<file path="src/rtl/riscv_alu_issue_ctrl_pkg.sv">
// Shared definitions for the ALU issue controller: FSM state encoding and default field widths.
package riscv_alu_issue_ctrl_pkg;

    typedef enum logic {
        ST_IDLE = 1'b0,
        ST_EXEC = 1'b1
    } state_e;

    localparam int LAT_W_DEF  = 5;
    localparam int PERF_W_DEF = 32;

endpackage

</file>
<file path="src/rtl/riscv_alu_lat_counter.sv">
// Loadable latency down-counter; o_term flags the last cycle of a multi-cycle op (count==1).
module riscv_alu_lat_counter #(
    parameter int LAT_W = 5
) (
    input  logic             i_clk,
    input  logic             i_rst,
    input  logic             i_load,
    input  logic [LAT_W-1:0] i_load_val,
    input  logic             i_clear,
    output logic             o_term
);

    logic [LAT_W-1:0] r_count;

    // NOTE: sequential state uses non-blocking assignments so every flop samples pre-edge values.
    always_ff @(posedge i_clk) begin
        if (i_rst || i_clear) begin
            r_count <= '0;
        end else if (i_load) begin
            r_count <= i_load_val;
        end else if (r_count != '0) begin
            r_count <= r_count - LAT_W'(1);
        end
    end

    assign o_term = (r_count == LAT_W'(1));

endmodule

</file>
<file path="src/rtl/riscv_alu_issue_ctrl.sv">
// ALU issue controller: accepts ops from decode, stalls the front-end for multi-cycle ops,
// and produces a one-cycle writeback strobe with rd/data.
module riscv_alu_issue_ctrl
    import riscv_alu_issue_ctrl_pkg::*;
#(
    parameter int LAT_W  = LAT_W_DEF,
    parameter int PERF_W = PERF_W_DEF
) (
    input  logic              clock_i,
    input  logic              reset_i,
    input  logic              issue_valid_i,
    output logic              issue_ready_o,
    input  logic [4:0]        issue_rd_i,
    input  logic [LAT_W-1:0]  issue_latency_i,
    input  logic              flush_i,
    input  logic [31:0]       alu_result_i,
    output logic              alu_hold_o,
    output logic              stall_o,
    output logic              busy_o,
    output logic [4:0]        busy_rd_o,
    output logic              wb_valid_o,
    output logic [4:0]        wb_rd_o,
    output logic [31:0]       wb_data_o,
    output logic [PERF_W-1:0] perf_stall_cnt_o
);

    state_e            r_state;
    state_e            w_state_nxt;
    logic [4:0]        r_busy_rd;
    logic [PERF_W-1:0] r_perf_cnt;
    logic              w_in_exec;
    logic              w_accept;
    logic              w_load;
    logic              w_term;
    logic              w_complete;

    assign w_in_exec  = (r_state == ST_EXEC);
    assign w_accept   = issue_valid_i & issue_ready_o & ~flush_i;
    assign w_load     = w_accept & (issue_latency_i != '0);
    // Flush outranks completion when both land on the counter==1 cycle.
    assign w_complete = w_in_exec & w_term & ~flush_i;

    riscv_alu_lat_counter #(
        .LAT_W(LAT_W)
    ) u_lat_counter (
        .i_clk      (clock_i),
        .i_rst      (reset_i),
        .i_load     (w_load),
        .i_load_val (issue_latency_i),
        .i_clear    (w_in_exec & flush_i),
        .o_term     (w_term)
    );

    always_ff @(posedge clock_i) begin
        if (reset_i) begin
            r_state <= ST_IDLE;
        end else begin
            r_state <= w_state_nxt;
        end
    end

    // NOTE: next-state defaults to the current state first, so no path leaves it unassigned (no latch).
    always_comb begin
        w_state_nxt = r_state;
        case (r_state)
            ST_IDLE: if (w_load)            w_state_nxt = ST_EXEC;
            ST_EXEC: if (flush_i || w_term) w_state_nxt = ST_IDLE;
            default:                        w_state_nxt = ST_IDLE;
        endcase
    end

    always_ff @(posedge clock_i) begin
        if (reset_i) begin
            r_busy_rd <= '0;
        end else if (w_load) begin
            r_busy_rd <= issue_rd_i;
        end
    end

    // rd=0 ops never strobe, and wb_rd/wb_data only move when a strobe is produced.
    always_ff @(posedge clock_i) begin
        if (reset_i) begin
            wb_valid_o <= 1'b0;
            wb_rd_o    <= '0;
            wb_data_o  <= '0;
        end else begin
            wb_valid_o <= 1'b0;
            if (w_accept && (issue_latency_i == '0) && (issue_rd_i != '0)) begin
                wb_valid_o <= 1'b1;
                wb_rd_o    <= issue_rd_i;
                wb_data_o  <= alu_result_i;
            end else if (w_complete && (r_busy_rd != '0)) begin
                wb_valid_o <= 1'b1;
                wb_rd_o    <= r_busy_rd;
                wb_data_o  <= alu_result_i;
            end
        end
    end

    always_ff @(posedge clock_i) begin
        if (reset_i) begin
            r_perf_cnt <= '0;
        end else if (stall_o && (r_perf_cnt != '1)) begin
            r_perf_cnt <= r_perf_cnt + PERF_W'(1);
        end
    end

    assign issue_ready_o    = ~w_in_exec;
    assign alu_hold_o       = w_in_exec;
    assign stall_o          = w_in_exec;
    assign busy_o           = w_in_exec;
    assign busy_rd_o        = w_in_exec ? r_busy_rd : 5'd0;
    assign perf_stall_cnt_o = r_perf_cnt;

endmodule
</file>
<file path="config.mk">
export PLATFORM = sky130hd
export DESIGN_NAME = riscv_alu_issue_ctrl
export DESIGN_NICKNAME = d
export VERILOG_FILES = /design/src/rtl/riscv_alu_issue_ctrl_pkg.sv /design/src/rtl/riscv_alu_lat_counter.sv /design/src/rtl/riscv_alu_issue_ctrl.sv
export SDC_FILE = /design/constraint.sdc
export NUM_CORES = 1
export LEC_CHECK = 0
export ABC_AREA = 1
export CAP_MARGIN = 20
export CELL_PAD_IN_SITES_DETAIL_PLACEMENT = 1
export CELL_PAD_IN_SITES_GLOBAL_PLACEMENT = 1
export CORE_MARGIN = 1
export CORE_UTILIZATION = 33
export CTS_BUF_LIST = sky130_fd_sc_hd__clkbuf_4 sky130_fd_sc_hd__clkbuf_8 sky130_fd_sc_hd__clkbuf_16
export DETAILED_ROUTE_END_ITERATION = 12
export PLACE_DENSITY = 0.79
export SLEW_MARGIN = 20
export SYNTH_ARGS = -nofsm -noshare
export SYNTH_HDL_FRONTEND = slang
export SYNTH_SLANG_ARGS = --single-unit
</file>
<file path="constraint.sdc">
create_clock -name clock_i -period 1.7 [get_ports clock_i]
set_input_delay 0.34 -clock clock_i [delete_from_list [all_inputs] [get_ports clock_i]]
set_output_delay 0.34 -clock clock_i [all_outputs]
set_load 0.05 [all_outputs]
</file>
==> run summary <==
The flow ran to the end, and the final reports show no timing, DRC or antenna violations. The tightest min-delay check is of the reg -> reg type. The minimum period implied by the final worst setup slack is 1.639 ns.

The number of buffers on the longest clock path is 2. The horizontal extent of the die is 116.1 microns. The data arrival time of the critical path is 1.30 ns. After layout, the design draws a total of 5.112 mW. The worst-case IR drop observed on VDD is 0.0007374 V. The area of the core region came out at 12670 sq um.

The number of storage elements in the synthesis netlist came out at 81. STA classifies the critical path endpoint as a primary output. The power dissipated by switching net loads came out at 1.388 mW. The sum of routed wire length over all layers came out at 14360 microns. For this run, the slowest stage of the critical path takes 0.35 ns. The proportion of layout cells with a drive suffix above 1 came out at 26.90%. The power density over the cells came out at 801.0 nW/um^2.

The worst clock skew on the final layout is 0.008192 ns. The remaining global-route overflow is 0. The maximum fanout along the worst path came out at 19. The initial antenna violation count came out at 0. The count of max-cap constraint violations is 0.

The number of design-rule violations left by the first detailed-router iteration came out at 167. The net count of the finished layout came out at 833. The number of synthesis warnings is 0. After detailed placement, the design holds a cell count of 940. The clock-pin slew on the worst setup and hold paths is 0.06 ns. The global-route wire length before repair came out at 23290 microns. The area growth from synthesis to layout is 48.64%. Measured against its own limit, the worst slew margin works out to 75.51%.

The floorplan step defined a die boundary enclosing 13470 sq um. The count of hold-fix buffers inserted at cts came out at 0. The static leakage power came out at 2.918 nW. The die height is 116.1 microns. The starting density of the core came out at 33.88%. The share of power burned in combinational logic came out at 17.3%. The number of max-slew violations in the final report is 0.

The internal portion of the total power is 3.723 mW. The number of global-route vias before repair was 4900. The quantity of I/O buffers inserted on ports is 124. The number of I/O pins came out at 125. The maximum number of pins on one net before global-route repair came out at 38. The post-synthesis sequential area ratio came out at 37.77%. The routed length per instance came out at 14.96 microns. Net switching is 27.16% of the power.

At the pin with the least slew margin, the transition time is 0.3668 ns. Setup repair after global routing could not meet its margin everywhere. The root buffer cell chosen for the clock tree is sky130_fd_sc_hd__clkbuf_16. The HPWL after detailed placement is 10560 microns. The register share of total power is 39.9%. The clock drives 81 sinks. The number of different library cells used by synthesis comes to 31. STA classifies the critical path startpoint as a register.

The prevailing post-synth register cell is sky130_fd_sc_hd__dfxtp_1. For this run, the top clock speed supported by timing is 610.1 MHz. The overall global routing resource usage is 22.32%. Leaving out filler cells and counting taps, the final layout contains 960. The master of the slowest instance on the critical path is sky130_fd_sc_hd__dfxtp_4.

The detailed-route via count is 4666. The share of the clock period used by the worst path after layout is 96.41%. Summing every instance area after synthesis gives 4293 sq um. In the layout the commonest cells are sky130_fd_sc_hd__nor2_1 (151), sky130_fd_sc_hd__nand2_1 (139), sky130_fd_sc_hd__buf_4 (105), sky130_fd_sc_hd__dfxtp_1 (55).

The average instance in the mapped netlist occupies 6.793 sq um. The count of inserted antenna diode cells is 0. TritonCTS built the clock tree. Traced cell by cell, the critical path runs through buf_6 > nand2_1 > inv_1 > buf_12. The slack of the worst reg-to-reg path came out at 0.08 ns.

In this run, synthesis inferred 0 flip-flops with an integrated enable. The insertion delay of the later-clocked pin in the worst-skew pair came out at 0.35 ns. Buffers inserted during clock tree synthesis total 9. The type of the worst setup path is reg -> out. The leading cell type in the layout, fill and taps excluded is sky130_fd_sc_hd__nor2_1. The number of nets in the synthesized netlist is 681. Synthesis produced a netlist whose cell count is 632. The weighted congestion at the end of routability-driven global placement is 0.8589. In the routed layout, each cell is associated on average with a via count of 4.860. The number of cell rows is 41.

The clock tree synthesis step divided the H-tree into 3 levels. At the worst endpoint, the required time is 1.36 ns. The first detailed-routing pass took 4 iterations.

The clock network fraction of design power came out at 42.8%. The number of hold violations in the final report was 0. Once detail routing completed, the nets flagged for antenna violations numbered 0. The count of endpoints failing setup in the final report came out at 0. The fraction of synthesis flops using an asynchronous set or reset pin is 0%. The number of DRC violations after detailed routing came out at 0.
Yosys cell counts, drive strengths merged (2+ instances only):
cell    instances  share of area (%)
nand3b         35                6.1
nand4           9                1.3
buf            24                4.4
and2            4               0.61
nand2         148                 13
nor2          166                 16
o21ai          11                1.3
dfxtp          81                 38
clkbuf          5               0.44
ha              3               0.87
xnor2           2               0.41
inv            44                3.8
nor3            6                1.1
a21oi          32                3.7
xor2            2               0.41
nand3          58                8.2
cells by family after synthesis:
family / after synthesis / synth area share (%)
simple gates: 426 / 46.52
buf+inv: 73 / 8.686
xor+xnor: 4 / 0.8162
compound gates: 45 / 5.334
fa+ha+maj: 3 / 0.8745
flops: 81 / 37.77
worst paths after layout:
kind                                                       start                           endpoint  cells after the start
worst max-delay path                       alu_hold_o$_SDFF_PP0_                       busy_rd_o[0]                      4
worst max register to register  perf_stall_cnt_o[1]$_SDFFE_PP0P_  perf_stall_cnt_o[30]$_SDFFE_PP0P_                     10
worst min register to register           wb_rd_o[3]$_SDFFE_PP0P_            wb_rd_o[3]$_SDFFE_PP0P_                      2
worst min-delay path                     wb_rd_o[3]$_SDFFE_PP0P_            wb_rd_o[3]$_SDFFE_PP0P_                      2
per-layer routing:
layer / track usage, % / routed length [microns]
met3: 5.230 / 696
met2: 40.60 / 7173
met1: 25.37 / 6180
met5: 0 / 0
met4: 7.863 / 310
worst max-delay path, delay by kind of cell, from the launching register on:
kind	cells	cell delay (ns)
buf+inv	3	0.47
flops	1	0.35
simple gates	1	0.13
registers in the layout, summed over array words and instances (netlist names):
signal and count:
perf_stall_cnt_o 32, wb_data_o 32, r_busy_rd 5, u_lat_counter.r_count 5, wb_rd_o 5, alu_hold_o 1, wb_valid_o 1
per-stage QoR:
stage	hold WS (ns)	util (%)	TNS (ns)	setup slack [ns]	area, sq um
final	0.4901	50.36	0	0.06102	6381
after global routing	0.5090	50.36	-0.08853	-0.04716	6381
after CTS	0.4962	49.77	0	0.04284	6306
after detailed placement	0.4853	46.60	-8.470	-0.2705	5904
after global placement	0.4747	46.60	-6.915	-0.2082	5904
after floorplan	0.4573	-	0	0.01615	4333
power groups by stage:
stage               Combinational [mW]  Sequential (mW)  Clock [mW]
finish                           0.882             2.04        2.19
global route                     0.975             2.05        2.30
CTS                              0.886             2.04        2.23
detailed placement               0.872             2.08           0
global placement                 0.838             2.08           0
floorplan                        0.461             2.15           0
layout make-up:
cell class                 instances  area, sq um
fill                            1628         6290
clock inverter                     5        77.57
timing repair buffer             170         1629
sequential                        81         1669
tap                              172        215.2
clock buffer                      10        250.2
multi-input combinational        478         2375
inverter                          44        165.2
what timing repair did:
action	4_1_cts	5_1_grt
gates cloned	1	0
buffers inserted	3	1
gates resized for setup	4	21
endpoints found under the setup margin	8	53
pin swaps	3	3
(Power assumes the default switching activity.)
